### src/rtl/adc_sched_pkg.sv
// Shared types and constants for the ADC sample scheduler.
package adc_sched_pkg;

    localparam int unsigned ADC_W          = 12;
    localparam int unsigned TIMEOUT_CYCLES = 512;
    localparam int unsigned WD_W           = $clog2(TIMEOUT_CYCLES);

    typedef enum logic [1:0] {
        IDLE      = 2'd0,
        WAIT_TICK = 2'd1,
        CONVERT   = 2'd2,
        PUBLISH   = 2'd3
    } state_e;

endpackage

### src/rtl/adc_sample_sched_tick.sv
// Sample-rate divider: counts 0..DIV-1 while enabled, tick_c on the terminal count.
module sample_tick_gen #(
    parameter int unsigned DIV = 100000
) (
    input  logic clk,
    input  logic rst_n,
    input  logic en_i,
    input  logic clr_i,
    output logic tick_c
);

    localparam int unsigned CNT_W = $clog2(DIV);
    localparam logic [CNT_W-1:0] LAST = CNT_W'(DIV - 1);

    logic [CNT_W-1:0] cnt_q;
    logic [CNT_W-1:0] cnt_d;

    // Disable or clear holds the count at zero and suppresses the tick.
    always_comb begin
        cnt_d  = cnt_q;
        tick_c = 1'b0;
        if (!en_i || clr_i) begin
            cnt_d = '0;
        end else if (cnt_q == LAST) begin
            cnt_d  = '0;
            tick_c = 1'b1;
        end else begin
            cnt_d = cnt_q + CNT_W'(1);
        end
    end

    always_ff @(posedge clk or negedge rst_n) begin
        if (!rst_n) begin
            cnt_q <= '0;
        end else begin
            cnt_q <= cnt_d;
        end
    end

endmodule

### src/rtl/adc_sample_sched.sv
// Schedules dual-channel ADC conversions, box-car averages 2^AVG_LOG2 samples.
// Optional conversion watchdog and timeout_o port under ADC_SCHED_TIMEOUT_EN.
module adc_sample_sched
    import adc_sched_pkg::*;
#(
    parameter int unsigned CLK_HZ    = 100000000,
    parameter int unsigned SAMPLE_HZ = 1000,
    parameter int unsigned AVG_LOG2  = 4
) (
    input  logic             clk,
    input  logic             rst_n,
    input  logic             run_i,
    output logic             adc_en_o,
    input  logic             adc_update_i,
    input  logic [ADC_W-1:0] adc_data0_i,
    input  logic [ADC_W-1:0] adc_data1_i,
    output logic [ADC_W-1:0] avg0_o,
    output logic [ADC_W-1:0] avg1_o,
    output logic             avg_valid_o,
    output logic             overrun_o,
    output logic             busy_o
`ifdef ADC_SCHED_TIMEOUT_EN
    ,
    output logic             timeout_o
`endif
);

    localparam int unsigned TICK_DIV = CLK_HZ / SAMPLE_HZ;
    localparam int unsigned ACC_W    = ADC_W + AVG_LOG2;
    localparam int unsigned CNT_W    = AVG_LOG2 + 1;
    localparam logic [CNT_W-1:0] N_SAMPLES = CNT_W'(1) << AVG_LOG2;

    state_e           state_q, state_d;
    logic [ACC_W-1:0] acc0_q, acc0_d;
    logic [ACC_W-1:0] acc1_q, acc1_d;
    logic [CNT_W-1:0] cnt_q, cnt_d;
    logic [ADC_W-1:0] avg0_q, avg0_d;
    logic [ADC_W-1:0] avg1_q, avg1_d;
    logic             avg_valid_q, avg_valid_d;
    logic             adc_en_q, adc_en_d;
    logic             busy_q, busy_d;
    logic             overrun_q, overrun_d;
    logic             tick_c;
`ifdef ADC_SCHED_TIMEOUT_EN
    logic [WD_W-1:0]  wd_q, wd_d;
    logic             timeout_q, timeout_d;
`endif

    // Held clear in IDLE so the first tick lands a full period after WAIT_TICK entry.
    sample_tick_gen #(
        .DIV (TICK_DIV)
    ) u_tick (
        .clk    (clk),
        .rst_n  (rst_n),
        .en_i   (run_i),
        .clr_i  (state_q == IDLE),
        .tick_c (tick_c)
    );

    always_comb begin
        state_d     = state_q;
        acc0_d      = acc0_q;
        acc1_d      = acc1_q;
        cnt_d       = cnt_q;
        avg0_d      = avg0_q;
        avg1_d      = avg1_q;
        avg_valid_d = 1'b0;
        overrun_d   = overrun_q;
`ifdef ADC_SCHED_TIMEOUT_EN
        wd_d        = '0;
        timeout_d   = timeout_q;
`endif

        // A tick that cannot start a conversion is dropped and flagged.
        if (tick_c && (state_q == CONVERT || state_q == PUBLISH)) begin
            overrun_d = 1'b1;
        end

        case (state_q)
            IDLE: begin
                if (run_i) begin
                    state_d = WAIT_TICK;
                end
            end
            WAIT_TICK: begin
                if (!run_i) begin
                    state_d = IDLE;
                    acc0_d  = '0;
                    acc1_d  = '0;
                    cnt_d   = '0;
                end else if (tick_c) begin
                    state_d = CONVERT;
                end
            end
            CONVERT: begin
`ifdef ADC_SCHED_TIMEOUT_EN
                wd_d = wd_q + WD_W'(1);
`endif
                if (adc_update_i) begin
                    acc0_d = acc0_q + ACC_W'(adc_data0_i);
                    acc1_d = acc1_q + ACC_W'(adc_data1_i);
                    cnt_d  = cnt_q + CNT_W'(1);
                    if (cnt_d == N_SAMPLES) begin
                        state_d = PUBLISH;
                    end else if (run_i) begin
                        state_d = WAIT_TICK;
                    end else begin
                        state_d = IDLE;
                        acc0_d  = '0;
                        acc1_d  = '0;
                        cnt_d   = '0;
                    end
                end
`ifdef ADC_SCHED_TIMEOUT_EN
                else if (wd_q == WD_W'(TIMEOUT_CYCLES - 1)) begin
                    timeout_d = 1'b1;
                    wd_d      = '0;
                    if (run_i) begin
                        state_d = WAIT_TICK;
                    end else begin
                        state_d = IDLE;
                        acc0_d  = '0;
                        acc1_d  = '0;
                        cnt_d   = '0;
                    end
                end
`endif
            end
            PUBLISH: begin
                avg0_d      = ADC_W'(acc0_q >> AVG_LOG2);
                avg1_d      = ADC_W'(acc1_q >> AVG_LOG2);
                avg_valid_d = 1'b1;
                acc0_d      = '0;
                acc1_d      = '0;
                cnt_d       = '0;
                state_d     = run_i ? WAIT_TICK : IDLE;
            end
            default: begin
                state_d = IDLE;
            end
        endcase

        adc_en_d = (state_d == CONVERT);
        busy_d   = (state_d == CONVERT);
    end

    always_ff @(posedge clk or negedge rst_n) begin
        if (!rst_n) begin
            state_q     <= IDLE;
            acc0_q      <= '0;
            acc1_q      <= '0;
            cnt_q       <= '0;
            avg0_q      <= '0;
            avg1_q      <= '0;
            avg_valid_q <= 1'b0;
            adc_en_q    <= 1'b0;
            busy_q      <= 1'b0;
            overrun_q   <= 1'b0;
`ifdef ADC_SCHED_TIMEOUT_EN
            wd_q        <= '0;
            timeout_q   <= 1'b0;
`endif
        end else begin
            state_q     <= state_d;
            acc0_q      <= acc0_d;
            acc1_q      <= acc1_d;
            cnt_q       <= cnt_d;
            avg0_q      <= avg0_d;
            avg1_q      <= avg1_d;
            avg_valid_q <= avg_valid_d;
            adc_en_q    <= adc_en_d;
            busy_q      <= busy_d;
            overrun_q   <= overrun_d;
`ifdef ADC_SCHED_TIMEOUT_EN
            wd_q        <= wd_d;
            timeout_q   <= timeout_d;
`endif
        end
    end

    assign adc_en_o    = adc_en_q;
    assign busy_o      = busy_q;
    assign avg0_o      = avg0_q;
    assign avg1_o      = avg1_q;
    assign avg_valid_o = avg_valid_q;
    assign overrun_o   = overrun_q;
`ifdef ADC_SCHED_TIMEOUT_EN
    assign timeout_o   = timeout_q;
`endif

endmodule

### config.mk
export PLATFORM = sky130hd
export DESIGN_NAME = adc_sample_sched
export DESIGN_NICKNAME = d
export VERILOG_FILES = /design/src/rtl/adc_sched_pkg.sv /design/src/rtl/adc_sample_sched_tick.sv /design/src/rtl/adc_sample_sched.sv
export SDC_FILE = /design/constraint.sdc
export NUM_CORES = 1
export LEC_CHECK = 0
export ABC_AREA = 1
export CAP_MARGIN = 25
export CELL_PAD_IN_SITES_DETAIL_PLACEMENT = 0
export CELL_PAD_IN_SITES_GLOBAL_PLACEMENT = 1
export CORE_MARGIN = 2
export CORE_UTILIZATION = 43
export CTS_CLUSTER_DIAMETER = 100
export DETAILED_ROUTE_END_ITERATION = 12
export HOLD_SLACK_MARGIN = 0.03
export PLACE_DENSITY = 0.83
export SLEW_MARGIN = 20
export SYNTH_ARGS = -nofsm -noshare
export SYNTH_HDL_FRONTEND = slang
export SYNTH_SLANG_ARGS = --single-unit
### constraint.sdc
create_clock -name clk -period 4.4 [get_ports clk]
set_input_delay 0.88 -clock clk [delete_from_list [all_inputs] [get_ports clk]]
set_output_delay 0.88 -clock clk [all_outputs]
set_load 0.02 [all_outputs]
==> run summary, run 1 <==
status: finished, final reports clean
Hold Fails Final Rpt: 0
WS Path Type: in -> reg
initial antenna violation count: 0
Clock Sinks: 83
I/O Buffers: 55
pwr/cell area: 262 nW/um2
worst endpoint data arrival time: 2.76 ns
Via density: 4.94
Core Region: 11,400 um2
DRC Markers: 0
post-layout net count: 801
Routed Wire Length: 11,800 um
layout cells sized above 1: 4.14%
Layout Skew: 0.00605 ns
sequential cell area fraction in the yosys report: 41.3%
GP Congestion: 0.897
die height: 112 um
Post-DP HPWL: 8570 um
fin crit period: 2.48 ns
cts repair resizes: 0
Die W: 112 um
row count: 39
ANT nets after route: 0
CP Data Required Time: 4.68 ns
Initial Util: 44.0%
Slew Limit Fails: 0
Largest stage delay, worst path: 0.46 ns
Max Cap Viol: 0
Leakage: 0.00302 uW
total number of vias: 4,408
maximum clock path buffer count: 2
Critical Path Sink Type: register
first-pass iteration count of the detailed router: 4
startpoint types: primary input
mapped cell area: 5030 um2
synthesized area per cell: 7.31 um2
Fmax: 403 MHz
RSZ-0062 raised after global routing: no
GRT Resource Usage Total: 19.9%
Rel. slew slack: 41.6%
Placed Cells: 877
H-tree levels: 3
Final Core Density: 52.2%
CTS tree: yes
IO Count: 56
first-pass GRT wire length: 20,300 um
Post-Synthesis Net Count: 744
total global routing overflow: 0
Crit-path slowest cell: clkdlybuf4s50_1
Layout area overhead: 18.6%
largest net degree at the start of global routing: 62
final worst setup slack: 1.92 ns
Reg2Reg Depth: 8
number of setup violations in the final report: 0
postcts setup bufs: 0
Max VDD drop: 0.194 mV
Mapped Cells: 688
Setup WS pre-CTS: 1.56 ns
Root Driver: clkbuf_16
Finished Layout Cells: 892
Die Area: 12,600 um2
critical-path cell list: clkdlybuf4s50_1 -> ha_1 -> inv_1 -> fa_1 -> inv_1 -> nand3_1 -> nand2_1 -> nand3_1 -> nand3_1 -> nor2_1 -> nor2_1 -> nand2_1 -> nand2_1
post-synthesis register bit count: 83
number of diodes: 0
Synth cell types: 38
worst-skew pair later-pin latency: 0.34 ns
Ys Warns: 0
CP Max Fanout: 4
actual slew at the worst max-slew pin: 0.874 ns
total CTS buffers: 9
Avg WL per Cell: 13.2 um
Worst Hold Class: reg -> reg
Final period util: 56.3%
CTS Hold Bufs: 0
Clock transition at path regs: 0.06 ns
vias in the first global route: 4,326
post-route setup TNS: 0 ns
1st-iter DRT viols: 279
hold depth: 1
## kinds of logic (layout without fill, tap and decap cells)
kind of cell / after synthesis / in the layout / share of synthesized area, %
DFF: 83 / 83 / 41.3
AOI/OAI and AO/OA: 59 / 59 / 6.45
buffers and inverters: 105 / 166 / 8.41
adders and majority gates: 28 / 28 / 7.27
xor gates and xnor gates: 19 / 19 / 3.31
and+or+nand+nor: 393 / 393 / 33.0
muxes: 1 / 1 / 0.199
## worst max-delay path: cells and delay by family
family                   cells  cell delay [ns]
AND/OR/NAND/NOR              8             0.70
buffers and inverters        3             0.60
adder cells (fa/ha/maj)      2             0.56
## registers in the layout (all words and copies together), names as in the netlist
| register | cells |
|---|---|
| u_tick.cnt_q | 17 |
| acc0_q | 16 |
| acc1_q | 16 |
| avg0_o | 12 |
| avg1_o | 12 |
| cnt_q | 5 |
| state_q | 2 |
| avg_valid_o | 1 |
| busy_o | 1 |
| overrun_o | 1 |
## cells in the final DEF (no fill, tap or decap), types with 2 or more instances in the layout
cell type        instances
nor2_2                   3
clkdlybuf4s50_1         54
clkinv_2                 3
o21a_1                   2
xnor2_1                  7
xor2_1                  12
fa_1                     2
o21ai_0                 24
o21bai_1                 2
inv_1                   91
a21o_1                   2
nor3_2                   2
a21oi_1                 20
nor2_1                  55
nand2_1                245
buf_4                    4
clkbuf_16                9
nand3_1                 46
nand3_2                  2
dfrtp_1                 83
nand4_1                 11
nand3b_1                 6
o22ai_1                  6
nor3_1                  15
or2_2                    2
ha_1                    26
## per-layer routing
layer  vias to the layer above  wire, um  track usage [%]
met3                        15       427             3.56
met4                         0       187             7.48
met2                        78      5540             32.4
li1                       2284         -                -
met5                         -         0                0
met1                      2031      5630             26.6
## metrics by stage
step / area, um2 / power (uW) / hold WS, ns
CTS: 5960 / 1580 / 0.471
global route: 5960 / 1630 / 0.491
global placement: 5700 / 900 / 0.443
detailed placement: 5700 / 901 / 0.462
floorplan: 5030 / 843 / 0.425
finish: 5960 / 1560 / 0.458
## layout make-up
cell class,instances,area (um2)
fillers,1134,5460
multi-input cells,500,2530
flip-flops and latches,83,2080
repair buffers,58,571
inverters,93,349
clock buffers,10,229
well taps,143,179
clock inverters,5,31.3
## final timing paths
kind,startpoint,endpoint,slack (ns)
min in group asynchronous,rst_n,u_tick.cnt_q[11],0.63
hold reg to reg,u_tick.cnt_q[0],u_tick.cnt_q[0],0.46
hold / removal,u_tick.cnt_q[0],u_tick.cnt_q[0],0.46
setup / recovery,adc_data0_i[0],acc0_q[12],1.92
setup reg to reg,cnt_q[0],acc1_q[2],2.20
max in group asynchronous,rst_n,avg0_o[4],2.95
## cells in the mapped netlist
cell	count	area share (%)
o21ai_1	1	0.099
clkbuf_1	3	0.22
xor2_1	12	2.1
a21oi_1	20	2.0
o21a_1	2	0.30
o22ai_1	6	0.75
nand4_1	11	1.4
o21ai_2	1	0.17
nor3_2	2	0.40
nand2_1	245	18
and2_1	1	0.12
buf_4	2	0.30
fa_1	2	0.80
o21bai_1	2	0.30
o21ai_0	24	2.4
nand3_2	2	0.40
nand2_2	1	0.12
and3_1	1	0.12
nor2_2	3	0.37
nor2_1	55	4.1
dfrtp_1	83	41
inv_2	1	0.075
nor4_1	1	0.12
o31ai_1	1	0.15
clkinv_1	1	0.075
mux2i_1	1	0.20
buf_2	5	0.50
nor3_1	15	1.5
nor2_4	1	0.22
a21o_1	2	0.30
xnor2_1	7	1.2
buf_6	2	0.45
inv_1	91	6.8
nor3b_1	1	0.15
ha_1	26	6.5
nand3_1	46	4.6
nand3b_1	6	0.90
or2_2	2	0.25
## power breakdown
group	switching, uW	internal (uW)	leakage [uW]
Combinational	72.1	43.8	0.00173
Sequential	3.45	766	0.00116
Clock	302	377	0.000128
Power figures use the tool's default switching activity.
==> inputs of run 2 (changes only) <==
CORE_UTILIZATION = 37   (was 43)
PLACE_DENSITY = 0.76   (was 0.83)
clock period = 2.1 ns   (was 4.4 ns; I/O delays follow)
==> run 2 against run 1 <==
- clock power rose by 130%
- clock-buffer cell count increased by 5
- final area up 4.8%
- wire length up 4.8%
- power up 120%
- flip-flop and latch count stayed put
- critical path type unchanged
- clock skew grew 0.0019 ns
- worst hold slack worse by 0.44 ns
==> run summary, run 2 (synthesis results as in run 1) <==
CP Max Fanout: 4
cts repair resizes: 0
Max Cap Viol: 0
postcts setup bufs: 0
biggest regs: u_tick.cnt_q (17), acc0_q (16), acc1_q (16)
Final Core Density: 47.2%
total number of vias: 4,512
Layout Skew: 0.00798 ns
Via density: 4.75
critical-path cell list: clkdlybuf4s50_1 -> ha_1 -> inv_1 -> fa_1 -> inv_1 -> nand3_1 -> nand2_1 -> nand3_1 -> nand3_1 -> nand2_1 -> nor2_1 -> nor2_1
DRC Markers: 0
most common cell after layout, fill and taps aside: nand2_1
Setup WS pre-CTS: -0.184 ns
worst-skew pair later-pin latency: 0.34 ns
first-pass GRT wire length: 20,900 um
Max VDD drop: 0.415 mV
Die Area: 14,500 um2
Critical Path Sink Type: register
Rel. slew slack: 57.3%
initial antenna violation count: 0
pwr/cell area: 551 nW/um2
Reg2Reg Depth: 11
Avg WL per Cell: 13.0 um
1st-iter DRT viols: 238
overall power: 3440 uW
fin crit period: 1.91 ns
Crit path top cell by count: nand3_1
vias in the first global route: 4,411
CP Launch Point: adc_data0_i[0]
actual slew at the worst max-slew pin: 0.640 ns
IO Count: 56
final worst setup slack: 0.186 ns
Leakage: 0.00317 uW
Worst Hold Class: in -> async
Clock Sinks: 83
Routed Wire Length: 12,400 um
ANT nets after route: 0
post-layout net count: 825
Layout area overhead: 24.3%
Root Driver: clkbuf_16
H-tree levels: 3
Fmax: 522 MHz
critical path depth in cells: 12
startpoint types: primary input
most frequent cells in the layout: nand2_1 (244), inv_1 (91), dfrtp_1 (83)
Clock transition at path regs: 0.06 ns
GRT Resource Usage Total: 18.2%
maximum clock path buffer count: 2
Final period util: 91.2%
Post-DP HPWL: 9260 um
number of diodes: 0
Die W: 121 um
Slew Limit Fails: 0
Largest Register: u_tick.cnt_q
Core Region: 13,200 um2
WS Path Type: in -> reg
RSZ-0062 raised after global routing: no
Hold Fails Final Rpt: 0
largest net degree at the start of global routing: 54
CTS tree: yes
r2r setup slk: 0.33 ns
worst r2r dst: acc0_q[14]
GP Congestion: 0.861
total CTS buffers: 9
Initial Util: 38.0%
number of setup violations in the final report: 0
buffers and inverters on the worst path: 3
status: finished, final reports clean
row count: 42
Largest stage delay, worst path: 0.46 ns
CP Data Required Time: 2.34 ns
worst endpoint data arrival time: 2.15 ns
first-pass iteration count of the detailed router: 4
layout cells sized above 1: 7.36%
die height: 121 um
Crit-path slowest cell: clkdlybuf4s50_1
CTS Hold Bufs: 0
I/O Buffers: 55
max FFs per register: 17
FF-to-FF Start: acc0_q[0]
crit path to: acc0_q[14]
total global routing overflow: 0
family with the most delay on the worst path: simple AND/OR/NAND/NOR gates
## run 2: per-stage QoR
stage	std cells	hold WS, ns	area, um2	TNS (ns)
6_report	950	0.0177	6250	0
5_1_grt	950	0.0442	6250	0
4_1_cts	950	0.0341	6240	0
3_5_place_dp	934	0.402	5950	-2.04
3_3_place_gp	934	0.394	5950	-1.83
2_1_floorplan	688	0.124	5030	0
## run 2: per-layer routing
metal | vias to the layer above | GRT usage [%] | part of all wire, %
met4 | 0 | 7.63 | 2.0
met2 | 70 | 28.8 | 45
li1 | 2345 | - | -
met5 | - | 0 | 0
met1 | 2080 | 24.4 | 49
met3 | 17 | 3.44 | 3.6
## run 2: worst min path at each step
stage | startpoint | end | slack (ns) | cells past startpoint
2_1_floorplan | rst_n | acc0_q[0] | 0.12 | 0
3_3_place_gp | rst_n | u_tick.cnt_q[16] | 0.39 | 1
3_5_place_dp | rst_n | u_tick.cnt_q[16] | 0.40 | 1
4_1_cts | rst_n | u_tick.cnt_q[8] | 0.03 | 1
5_1_grt | rst_n | u_tick.cnt_q[16] | 0.04 | 1
6_report | rst_n | u_tick.cnt_q[11] | 0.02 | 1
## run 2: power breakdown
group	internal [uW]	leakage, uW	switching (uW)
combinational	111	0.00186	158
sequential	1610	0.00116	7.31
clock	930	0.000146	630
## run 2: layout make-up
cell class,instances,area [um2]
fillers,1341,6990
inverters,93,349
clock inverters,1,5.00
clock buffers,15,288
repair buffers,82,776
flip-flops and latches,83,2080
multi-input cells,500,2530
well taps,176,220
